--- src/rtl/cpu_wb_ctrl.sv ---
// Writeback controller: merges single-cycle ALU results with buffered long-latency results
// onto the register-file write port, and tracks pending long-latency destinations.
`timescale 1ns/1ps
module cpu_wb_ctrl #(
    parameter int unsigned XLEN       = 32,
    parameter int unsigned IDX_W      = 5,
    parameter int unsigned GREG_COUNT = 32,
    parameter int unsigned FIFO_DEPTH = 2
) (
    input  logic                  clk,
    input  logic                  reset,
    input  logic                  alu_valid,
    input  logic [IDX_W-1:0]      alu_rd_idx,
    input  logic [XLEN-1:0]       alu_dat,
    input  logic                  lsu_valid,
    output logic                  lsu_ready,
    input  logic [IDX_W-1:0]      lsu_rd_idx,
    input  logic [XLEN-1:0]       lsu_dat,
    input  logic                  iss_valid,
    input  logic [IDX_W-1:0]      iss_rd_idx,
    output logic [GREG_COUNT-1:0] busy,
    output logic                  rd_wen,
    output logic [IDX_W-1:0]      rd_idx,
    output logic [XLEN-1:0]       rd_dat,
    output logic [15:0]           conflict_cnt
);

    localparam int unsigned PTR_W = $clog2(FIFO_DEPTH);
    localparam int unsigned CNT_W = PTR_W + 1;

    logic [IDX_W-1:0] fifo_idx [FIFO_DEPTH];
    logic [XLEN-1:0]  fifo_dat [FIFO_DEPTH];
    logic [PTR_W-1:0] wr_ptr;
    logic [PTR_W-1:0] rd_ptr;
    logic [CNT_W-1:0] count;
    logic [CNT_W-1:0] count_next;

    logic             accept;
    logic             fifo_empty;
    logic             push;
    logic             pop;
    logic             cand_valid;
    logic             cand_lsu;
    logic [IDX_W-1:0] cand_idx;
    logic [XLEN-1:0]  cand_dat;

    logic [GREG_COUNT-1:0] busy_next;
    logic [15:0]           conflict_next;

    assign accept     = lsu_valid & lsu_ready;
    assign fifo_empty = (count == '0);

    // Candidate selection: ALU first, then queued LSU results, then a direct LSU bypass.
    always_comb begin
        cand_valid = 1'b0;
        cand_lsu   = 1'b0;
        cand_idx   = '0;
        cand_dat   = '0;
        push       = 1'b0;
        pop        = 1'b0;
        if (alu_valid) begin
            cand_valid = 1'b1;
            cand_idx   = alu_rd_idx;
            cand_dat   = alu_dat;
            push       = accept;
        end else if (!fifo_empty) begin
            cand_valid = 1'b1;
            cand_lsu   = 1'b1;
            cand_idx   = fifo_idx[rd_ptr];
            cand_dat   = fifo_dat[rd_ptr];
            pop        = 1'b1;
            push       = accept;
        end else if (accept) begin
            cand_valid = 1'b1;
            cand_lsu   = 1'b1;
            cand_idx   = lsu_rd_idx;
            cand_dat   = lsu_dat;
        end
    end

    always_comb begin
        count_next = count;
        case ({push, pop})
            2'b10:   count_next = count + CNT_W'(1);
            2'b01:   count_next = count - CNT_W'(1);
            default: count_next = count;
        endcase
    end

    // Set wins over clear when the same register is re-issued as its result retires.
    always_comb begin
        busy_next = busy;
        if (cand_lsu) begin
            busy_next[cand_idx] = 1'b0;
        end
        if (iss_valid && (iss_rd_idx != '0)) begin
            busy_next[iss_rd_idx] = 1'b1;
        end
        busy_next[0] = 1'b0;
    end

    always_comb begin
        conflict_next = conflict_cnt;
        if (alu_valid && accept && (conflict_cnt != 16'hFFFF)) begin
            conflict_next = conflict_cnt + 16'd1;
        end
    end

    always_ff @(posedge clk or posedge reset) begin
        if (reset) begin
            wr_ptr       <= '0;
            rd_ptr       <= '0;
            count        <= '0;
            lsu_ready    <= 1'b1;
            busy         <= '0;
            conflict_cnt <= '0;
            rd_wen       <= 1'b0;
            rd_idx       <= '0;
            rd_dat       <= '0;
        end else begin
            if (push) begin
                wr_ptr <= wr_ptr + PTR_W'(1);
            end
            if (pop) begin
                rd_ptr <= rd_ptr + PTR_W'(1);
            end
            count        <= count_next;
            lsu_ready    <= (count_next != CNT_W'(FIFO_DEPTH));
            busy         <= busy_next;
            conflict_cnt <= conflict_next;
            // x0 candidates are consumed and still update idx/dat, but never write.
            rd_wen       <= cand_valid && (cand_idx != '0);
            if (cand_valid) begin
                rd_idx <= cand_idx;
                rd_dat <= cand_dat;
            end
        end
    end

    // Payload storage needs no reset; occupancy is tracked by the pointers.
    always_ff @(posedge clk) begin
        if (push) begin
            fifo_idx[wr_ptr] <= lsu_rd_idx;
            fifo_dat[wr_ptr] <= lsu_dat;
        end
    end

endmodule

--- config.mk ---
export PLATFORM = sky130hd
export DESIGN_NAME = cpu_wb_ctrl
export DESIGN_NICKNAME = d
export VERILOG_FILES = /design/src/rtl/cpu_wb_ctrl.sv
export SDC_FILE = /design/constraint.sdc
export NUM_CORES = 1
export LEC_CHECK = 0
export CORE_ASPECT_RATIO = 0.6
export CORE_MARGIN = 8
export CORE_UTILIZATION = 24
export CTS_BUF_LIST = sky130_fd_sc_hd__clkbuf_2
export CTS_CLUSTER_DIAMETER = 200
export CTS_CLUSTER_SIZE = 24
export DETAILED_ROUTE_END_ITERATION = 7
export PLACE_DENSITY = 0.45
export SYNTH_ARGS = -nofsm -noshare
export SYNTH_HDL_FRONTEND = slang
export SYNTH_SLANG_ARGS = --single-unit
--- constraint.sdc ---
create_clock -name clk -period 3.84 [get_ports clk]
set_input_delay 0.768 -clock clk [delete_from_list [all_inputs] [get_ports clk]]
set_output_delay 0.768 -clock clk [all_outputs]
set_load 0.005 [all_outputs]
==> flow_metrics.py, run 1 <==
metrics = {
    "outcome": {
        "status": "complete, no violations",
    },
    "sta": {
        "fin_skew_ns": 0.06207,
        "fin_tns_setup_ns": 0,
        "fmax_ghz": 0.3775,
        "worst_pin_slew_ns": 1.060,
        "slew_viol_final": 0,
        "setup_viol": 0,
        "min_period_ns": 2.649,
        "post-route-period-util_pct": 68.98,
        "grt_setup_unrepaired": "false",
        "relSlewSlack_pct": 29.02,
        "hold_viol": 0,
    },
    "final_layout": {
        "layout_commonest_cell": "clkdlybuf4s50_1",
        "nNetsFinal": 837,
        "final_cell_mix": "clkdlybuf4s50_1, dfrtp_1, nand2_1",
        "instances_no_fill": 1140,
        "drive_above_1_share_pct": 12.43,
        "area_delta_synth_final_pct": 34.38,
        "utilization_pct": 32.79,
    },
    "synthesis": {
        "yosys-top-cells-area": "dfrtp_1, edfxtp_1, mux2_2",
        "synth-edff-count": 74,
        "synth-seq-area-share_pct": 63.89,
        "async_flop_share_pct": 54.88,
        "yosysUniqueCellTypes": 55,
        "synth_area_per_cell_um2": 12.04,
        "synth.top_cell.area_share_pct": 31.79,
        "syn_inst": 582,
        "synth_largest_area_cell": "dfrtp_1",
        "synth-seq-cells": 164,
        "syn-num-nets": 668,
        "ys_warn_count": 0,
        "synth_ff_type": "dfrtp_1",
        "netlist_area_um2": 7005,
    },
    "cts": {
        "htree_levels": 4,
        "cts_tree": "built",
        "postCtsHoldBufs": 0,
        "clock_sinks": 164,
        "clockRootBuffer": "clkbuf_2",
        "clk_pin_slew_worst_paths_ns": 0.28,
        "clock_path_buffers": 2,
        "insertion_delay_ns": 0.79,
        "post_cts_buffers": 0,
        "cts_made_buffers": 17,
        "ctsResizeCount": 0,
    },
    "setup_path": {
        "crit_path_end_kind": "output port",
        "crit_path_top_delay_cell": "dfstp_2",
        "cp_max_fo": 3,
        "cp-start-kind": "register",
        "cp_num_buf_inv": 1,
        "crit_family": "flip-flops",
        "crit_path_cell_trace": "clkdlybuf4s50_1",
        "arrival_ns": 1.88,
        "max_stage_delay_ns": 0.59,
        "critPathKind": "register to output port",
        "critPathRequiredTime_ns": 3.07,
    },
    "power": {
        "power_mw": 5.988,
        "power.density_nw_per_um2": 636.0,
        "p_leak_nw": 3.464,
        "ir_drop_mv": 0.2128,
    },
    "route": {
        "first_pass_iters": 4,
        "ant_nets": 0,
        "via_per_inst": 4.663,
        "drt_wl_total_um": 22420,
        "wl_per_cell_um": 19.66,
        "drc": 0,
        "route.vias.total": 5316,
        "drt_iter0_markers": 451,
    },
    "grt": {
        "overflow": 0,
        "grt.total_usage_pct": 12.98,
        "antenna_found_initial": 1,
        "grt_pass1_wl_um": 34670,
        "grt_max_degree": 54,
        "grt_pass1_vias": 5420,
    },
    "floorplan": {
        "std_cell_rows": 48,
        "start_util_pct": 24.40,
        "boundaryPins": 171,
        "die_area_um2": 35090,
        "die_h_um": 148.3,
        "die_w_um": 236.6,
        "core_um2": 28710,
    },
    "worst_hold_path": {
        "hp-class": "primary input to asynchronous set/reset pin",
    },
    "place": {
        "placed_cells": 1107,
        "gp_congestion": 0.7138,
        "hpwl_um": 15690,
        "port-buffer-count": 169,
    },
    "flow_run": {
        "drv_cap": 0,
    },
}
final cells by class:
class	count	area [um^2]
Fill cell	2890	19290
Sequential cell	164	4477
Tap cell	375	469.2
Clock inverter	14	160.2
Antenna cell	1	2.502
Inverter	8	32.53
Clock buffer	18	90.09
Multi-Input combinational cell	379	2389
Timing Repair Buffer	181	1794
per-layer routing:
metal | up-vias | part of all wire (%) | GRT usage, %
li1 | 2488 | - | -
met1 | 2706 | 50 | 18.33
met2 | 117 | 44 | 19.17
met3 | 5 | 5.2 | 4.361
met4 | 0 | 0.57 | 2.494
met5 | - | 0 | 0
synth_stat cells (6+ instances only):
library cell  count
dfrtp_1          89
nand2_1          87
edfxtp_1         74
nor2_1           48
o21ai_0          40
mux2_2           35
a31oi_1          22
clkbuf_1         19
o31ai_1          17
xnor2_1          15
nand3_1          13
a21oi_1          11
a222oi_1          8
nand4_1           8
inv_1             7
nor3_1            6
o211ai_1          6
o41ai_1           6
registers in the layout, indices dropped and copies added, names as in the netlist:
signal,count
busy,31
rd_wen,1
rd_dat,32
wr_ptr,1
fifo_dat,64
rd_idx,5
count,2
rd_ptr,1
conflict_cnt,16
fifo_idx,10
lsu_ready,1
through the flow:
step	hold slack [ns]	cell area, um^2	worst slack, ns
finish	0.3632	9414	1.191
global route	0.2479	9414	0.9672
CTS	0.2566	9412	1.022
detailed placement	0.4739	9161	0.5798
global placement	0.4642	9161	0.6105
floorplan	0.4604	7005	0.4855
cell families (layout without fill, tap and decap cells):
kind of cell    after synthesis  count (layout)  synth area share, %
compound gates              133             133                12.91
xor+xnor                     20              20                2.500
fa+ha+maj                     2               2               0.3571
buf+inv                      39             221                2.447
flops                       164             164                63.89
mux                          38              38                6.055
other cells                   1               2              0.05353
simple gates                185             185                11.79
power breakdown:
group	internal (mW)	total [mW]	leakage, nW	switching (mW)
Clock	0.363	1.02	0.157	0.653
Combinational	1.18	2.25	1.55	1.07
Sequential	2.40	2.72	1.76	0.326
Total	3.94	5.99	3.46	2.05
path summary, 6_finish.rpt:
check	from	to	slack [ns]	depth (start not counted)
worst max-delay path	lsu_ready$_DFF_PP1_	lsu_ready	1.19	1
worst min-delay path	reset	rd_ptr$_DFFE_PP0P_	0.36	2
worst max register to register	rd_ptr$_DFFE_PP0P_	busy[16]$_DFF_PP0_	1.27	6
worst min register to register	conflict_cnt[12]$_DFFE_PP0P_	conflict_cnt[12]$_DFFE_PP0P_	0.51	1
max in group asynchronous	reset	busy[25]$_DFF_PP0_	2.72	3
min in group clk	conflict_cnt[12]$_DFFE_PP0P_	conflict_cnt[12]$_DFFE_PP0P_	0.51	1
No activity file was read; power rests on OpenSTA's default activity.
==> run 2: changes to the inputs <==
clock period = 2.75 ns   (was 3.84 ns; I/O delays follow)
==> flow_metrics.py, run 2 (synthesized netlist as in run 1, its figures left out) <==
metrics = {
    "outcome": {
        "status": "complete, no violations",
    },
    "setup_path": {
        "arrival_ns": 1.83,
        "r2r_start": "rd_ptr$_DFFE_PP0P_",
        "max_stage_delay_ns": 0.55,
        "crit_family": "buffers and inverters",
        "cp-start-kind": "register",
        "reg2reg_depth": 5,
        "crit_path_cell_trace": "clkdlybuf4s50_1",
        "cp_max_fo": 7,
        "crit_path_end_kind": "output port",
        "critPathRequiredTime_ns": 2.20,
        "critPathKind": "register to output port",
        "reg2reg_slack_ns": 0.53,
        "r2r-end": "busy[24]$_DFF_PP0_",
        "crit_path_top_delay_cell": "clkdlybuf4s50_1",
        "cp_num_buf_inv": 1,
    },
    "floorplan": {
        "start_util_pct": 24.40,
        "die_h_um": 148.3,
        "boundaryPins": 171,
        "std_cell_rows": 48,
        "die_area_um2": 35090,
        "core_um2": 28710,
        "die_w_um": 236.6,
    },
    "sta": {
        "fin_skew_ns": 0.05766,
        "slew_viol_final": 0,
        "hold_viol": 0,
        "relSlewSlack_pct": 61.74,
        "fmax_ghz": 0.4198,
        "setup_viol": 0,
        "fin_tns_setup_ns": 0,
        "grt_setup_unrepaired": "false",
        "fin_ws_ns": 0.3678,
        "min_period_ns": 2.382,
        "worst_pin_slew_ns": 0.5739,
        "post-route-period-util_pct": 86.63,
    },
    "cts": {
        "clk_pin_slew_worst_paths_ns": 0.29,
        "post_cts_buffers": 0,
        "clock_sinks": 164,
        "cts_tree": "built",
        "htree_levels": 4,
        "clock_path_buffers": 2,
        "clockRootBuffer": "clkbuf_2",
        "insertion_delay_ns": 0.76,
        "ctsResizeCount": 0,
        "cts_made_buffers": 17,
        "postCtsHoldBufs": 0,
    },
    "grt": {
        "grt_max_degree": 91,
        "grt_pass1_vias": 5470,
        "antenna_found_initial": 1,
        "grt_pass1_wl_um": 34770,
        "grt.total_usage_pct": 12.89,
        "overflow": 0,
    },
    "power": {
        "swShare_pct": 34.36,
        "clkPwrFrac_pct": 17.5,
        "p_int_mw": 5.654,
        "power.density_nw_per_um2": 894.1,
        "comb_power_share_pct": 38.2,
        "p_leak_nw": 3.577,
        "switchingPower_mw": 2.959,
        "ir_drop_mv": 0.3196,
        "seqPwrFrac_pct": 44.3,
    },
    "place": {
        "hpwl_um": 16130,
        "dpl_worst_slack_ns": 0.007589,
        "port-buffer-count": 169,
        "gp_congestion": 0.7127,
    },
    "route": {
        "drt_wl_total_um": 22610,
        "wl_per_cell_um": 19.50,
        "drc": 0,
        "via_per_inst": 4.516,
        "first_pass_iters": 4,
        "route.vias.total": 5234,
        "ant_nets": 0,
        "drt_iter0_markers": 323,
    },
    "final_layout": {
        "reg.largest.list": "fifo_dat x64, rd_dat x32, busy x31",
        "largest_reg_flops": 64,
        "area_delta_synth_final_pct": 37.51,
        "layout_commonest_cell": "clkdlybuf4s50_1",
        "final_cell_mix": "clkdlybuf4s50_1, dfrtp_1, nand2_1",
        "drive_above_1_share_pct": 14.81,
        "regMostFlops": "fifo_dat",
        "nNetsFinal": 856,
    },
    "worst_hold_path": {
        "hp-class": "primary input to asynchronous set/reset pin",
    },
    "flow_run": {
        "drv_cap": 0,
    },
}
==> run 2: cell count changes in the layout (fill, tap and decap cells not counted) <==
cell / before / now
clkbuf_2: 18 / 17
clkinv_2: 3 / 1
buf_12: 1 / 5
inv_4: 1 / 2
inv_2: 2 / 1
clkinvlp_4: 0 / 2
clkinv_1: 2 / 0
inv_8: 0 / 2
clkinv_4: 4 / 1
inv_6: 1 / 5
buf_4: 11 / 26
==> run 2: how the worst max path moves through the flow <==
stage,start,endpoint,cells after the start,slack [ns]
after floorplan,lsu_valid,fifo_dat[0][0]$_DFFE_PP_,4,0.22
after global placement,alu_valid,lsu_ready$_DFF_PP1_,9,0.06
after detailed placement,alu_valid,lsu_ready$_DFF_PP1_,9,0.008
after CTS,conflict_cnt[2]$_DFFE_PP0P_,conflict_cnt[2],1,0.22
after global routing,conflict_cnt[2]$_DFFE_PP0P_,conflict_cnt[2],1,0.14
final,conflict_cnt[2]$_DFFE_PP0P_,conflict_cnt[2],1,0.37
==> run 2: power by group through the flow <==
stage               sequential, mW  combinational (mW)  clock [mW]
CTS                           3.83                3.37        1.58
detailed placement            3.88                3.36           0
global route                  3.91                3.59        1.67
floorplan                     3.78                1.49           0
global placement              3.89                3.34           0
finish                        3.82                3.29        1.51
==> run 2: metal layers <==
metal  GRT usage (%)  share of wire [%]  wire [um]  vias to the layer above
met5               0                  0          0                        -
met4           2.956               0.57        129                        0
met3           3.566                4.8       1081                        7
met2           19.67                 45      10230                       94
met1           17.98                 49      11160                     2609
li1                -                  -          -                     2524
==> run 2: through the flow <==
stage	instances	utilization, %	cell area [um^2]	hold slack [ns]	total power, mW
floorplan	582	-	7012	0.4700	5.264
global placement	1126	32.59	9355	0.4588	7.228
detailed placement	1126	32.59	9355	0.4619	7.236
CTS	1158	33.55	9630	0.1484	8.787
global route	1159	33.56	9633	0.1257	9.177
finish	1159	33.56	9633	0.2300	8.613
==> run 2: layout make-up <==
class,instances,area (um^2)
Antenna cell,1,2.502
Clock buffer,17,85.08
Clock inverter,15,190.2
Fill cell,2895,19070
Inverter,8,33.78
Multi-Input combinational cell,379,2389
Sequential cell,164,4477
Tap cell,375,469.2
Timing Repair Buffer,200,1987
==> run 2: worst register-to-register path, stage by stage (launching register included) <==
cell	delay, ns
dfrtp_2	0.57
mux2_2	0.39
a32o_1	0.24
or4b_4	0.59
o41ai_2	0.22
o21ai_1	0.10
==> run 3: changes to the inputs <==
clock period = 2.6 ns   (was 2.75 ns; I/O delays follow)
==> flow_metrics.py, run 3 (synthesized netlist as in run 1, its figures left out) <==
metrics = {
    "outcome": {
        "status": "complete, no violations",
    },
    "sta": {
        "slew_viol_final": 0,
        "setup_viol": 0,
        "min_period_ns": 2.363,
        "fin_ws_ns": 0.2367,
        "fmax_ghz": 0.4231,
        "worst_pin_slew_ns": 0.5787,
        "fin_skew_ns": 0.05012,
        "hold_viol": 0,
        "grt_setup_unrepaired": "false",
        "fin_tns_setup_ns": 0,
        "post-route-period-util_pct": 90.90,
        "relSlewSlack_pct": 61.33,
        "hold_ws_ns": 0.1842,
    },
    "setup_path": {
        "critPathKind": "register to output port",
        "arrival_ns": 1.84,
        "critPathRequiredTime_ns": 2.08,
        "crit_path_cell_trace": "clkdlybuf4s50_1",
        "max_stage_delay_ns": 0.58,
        "cp-start-kind": "register",
        "crit_path_top_delay_cell": "dfstp_2",
        "reg2reg_depth": 5,
        "critical_path_depth": 1,
        "cp-startpoint": "lsu_ready$_DFF_PP1_",
        "r2r_start": "rd_ptr$_DFFE_PP0P_",
        "cp_max_fo": 3,
        "crit_path_end_kind": "output port",
        "crit_family": "flip-flops",
        "cp_num_buf_inv": 1,
    },
    "floorplan": {
        "die_w_um": 236.6,
        "boundaryPins": 171,
        "die_area_um2": 35090,
        "start_util_pct": 24.40,
        "std_cell_rows": 48,
        "core_um2": 28710,
        "die_h_um": 148.3,
    },
    "final_layout": {
        "layout_commonest_cell": "clkdlybuf4s50_1",
        "fill_cells": 2875,
        "largest_reg_flops": 64,
        "multi_input_area_um2": 2389,
        "regMostFlops": "fifo_dat",
        "area_delta_synth_final_pct": 38.56,
        "reg.largest.list": "fifo_dat x64, rd_dat x32, busy x31",
        "utilization_pct": 33.81,
        "finish.instance_area_um2": 9707,
        "drive_above_1_share_pct": 15.83,
        "regArea_um2": 4477,
        "instances_no_fill": 1172,
        "final_cell_mix": "clkdlybuf4s50_1, dfrtp_1, nand2_1",
        "nNetsFinal": 869,
    },
    "worst_hold_path": {
        "hp-class": "primary input to asynchronous set/reset pin",
    },
    "place": {
        "port-buffer-count": 169,
        "gp_congestion": 0.7298,
        "placedInstanceArea_um2": 9465,
        "placed_cells": 1139,
        "dpl_worst_slack_ns": -0.06761,
        "hpwl_um": 16410,
    },
    "grt": {
        "met1_usage_pct": 17.82,
        "grt_pass1_vias": 5434,
        "grt_most_used_layer": "met2",
        "antenna_found_initial": 1,
        "grt_max_degree": 41,
        "grt.total_usage_pct": 12.83,
        "gr-usage-met2_pct": 19.53,
        "overflow": 0,
        "grt_pass1_wl_um": 34260,
        "use_met3_pct": 4.102,
    },
    "cts": {
        "htree_levels": 4,
        "cts_tree": "built",
        "clk_pin_slew_worst_paths_ns": 0.24,
        "postCtsHoldBufs": 0,
        "cts_made_buffers": 17,
        "clockRootBuffer": "clkbuf_2",
        "ctsResizeCount": 0,
        "clock_path_buffers": 2,
        "post_cts_buffers": 0,
        "insertion_delay_ns": 0.77,
        "clock_sinks": 164,
    },
    "route": {
        "via_per_inst": 4.494,
        "drt_wl_total_um": 22250,
        "wl_per_cell_um": 18.98,
        "ant_nets": 0,
        "route.vias.total": 5267,
        "drc": 0,
        "drt_iter0_markers": 316,
        "first_pass_iters": 7,
    },
    "power": {
        "p_leak_nw": 3.633,
        "power_mw": 9.030,
        "ir_drop_mv": 0.4157,
        "power.density_nw_per_um2": 930.2,
    },
    "flow_run": {
        "drv_cap": 0,
    },
}
run 3: layer usage:
layer	vias up	routed length [um]
met5	-	0
met4	0	119
met3	6	956
met2	88	10100
met1	2629	11070
li1	2544	-
run 3: final timing paths:
check,to,slack (ns)
max in group asynchronous,lsu_ready$_DFF_PP1_,2.00
max,lsu_ready,0.24
min reg2reg,conflict_cnt[12]$_DFFE_PP0P_,0.51
max reg2reg,busy[24]$_DFF_PP0_,0.40
min,rd_wen$_DFF_PP0_,0.18
min in group clk,rd_dat[28]$_DFFE_PP0P_,0.35
run 3: final cells by class:
type                            count  share of cell area (%)
Clock inverter                     11                   1.379
Inverter                            8                  0.3480
Timing Repair Buffer              213                   21.60
Sequential cell                   164                   46.12
Clock buffer                       21                   1.083
Tap cell                          375                   4.834
Multi-Input combinational cell    379                   24.61
Antenna cell                        1                 0.02578
run 3: power by group:
part / internal (mW) / switching, mW / total (mW)
registers: 3.54 / 0.490 / 4.02
clock network: 0.547 / 0.912 / 1.46
logic: 1.94 / 1.60 / 3.55
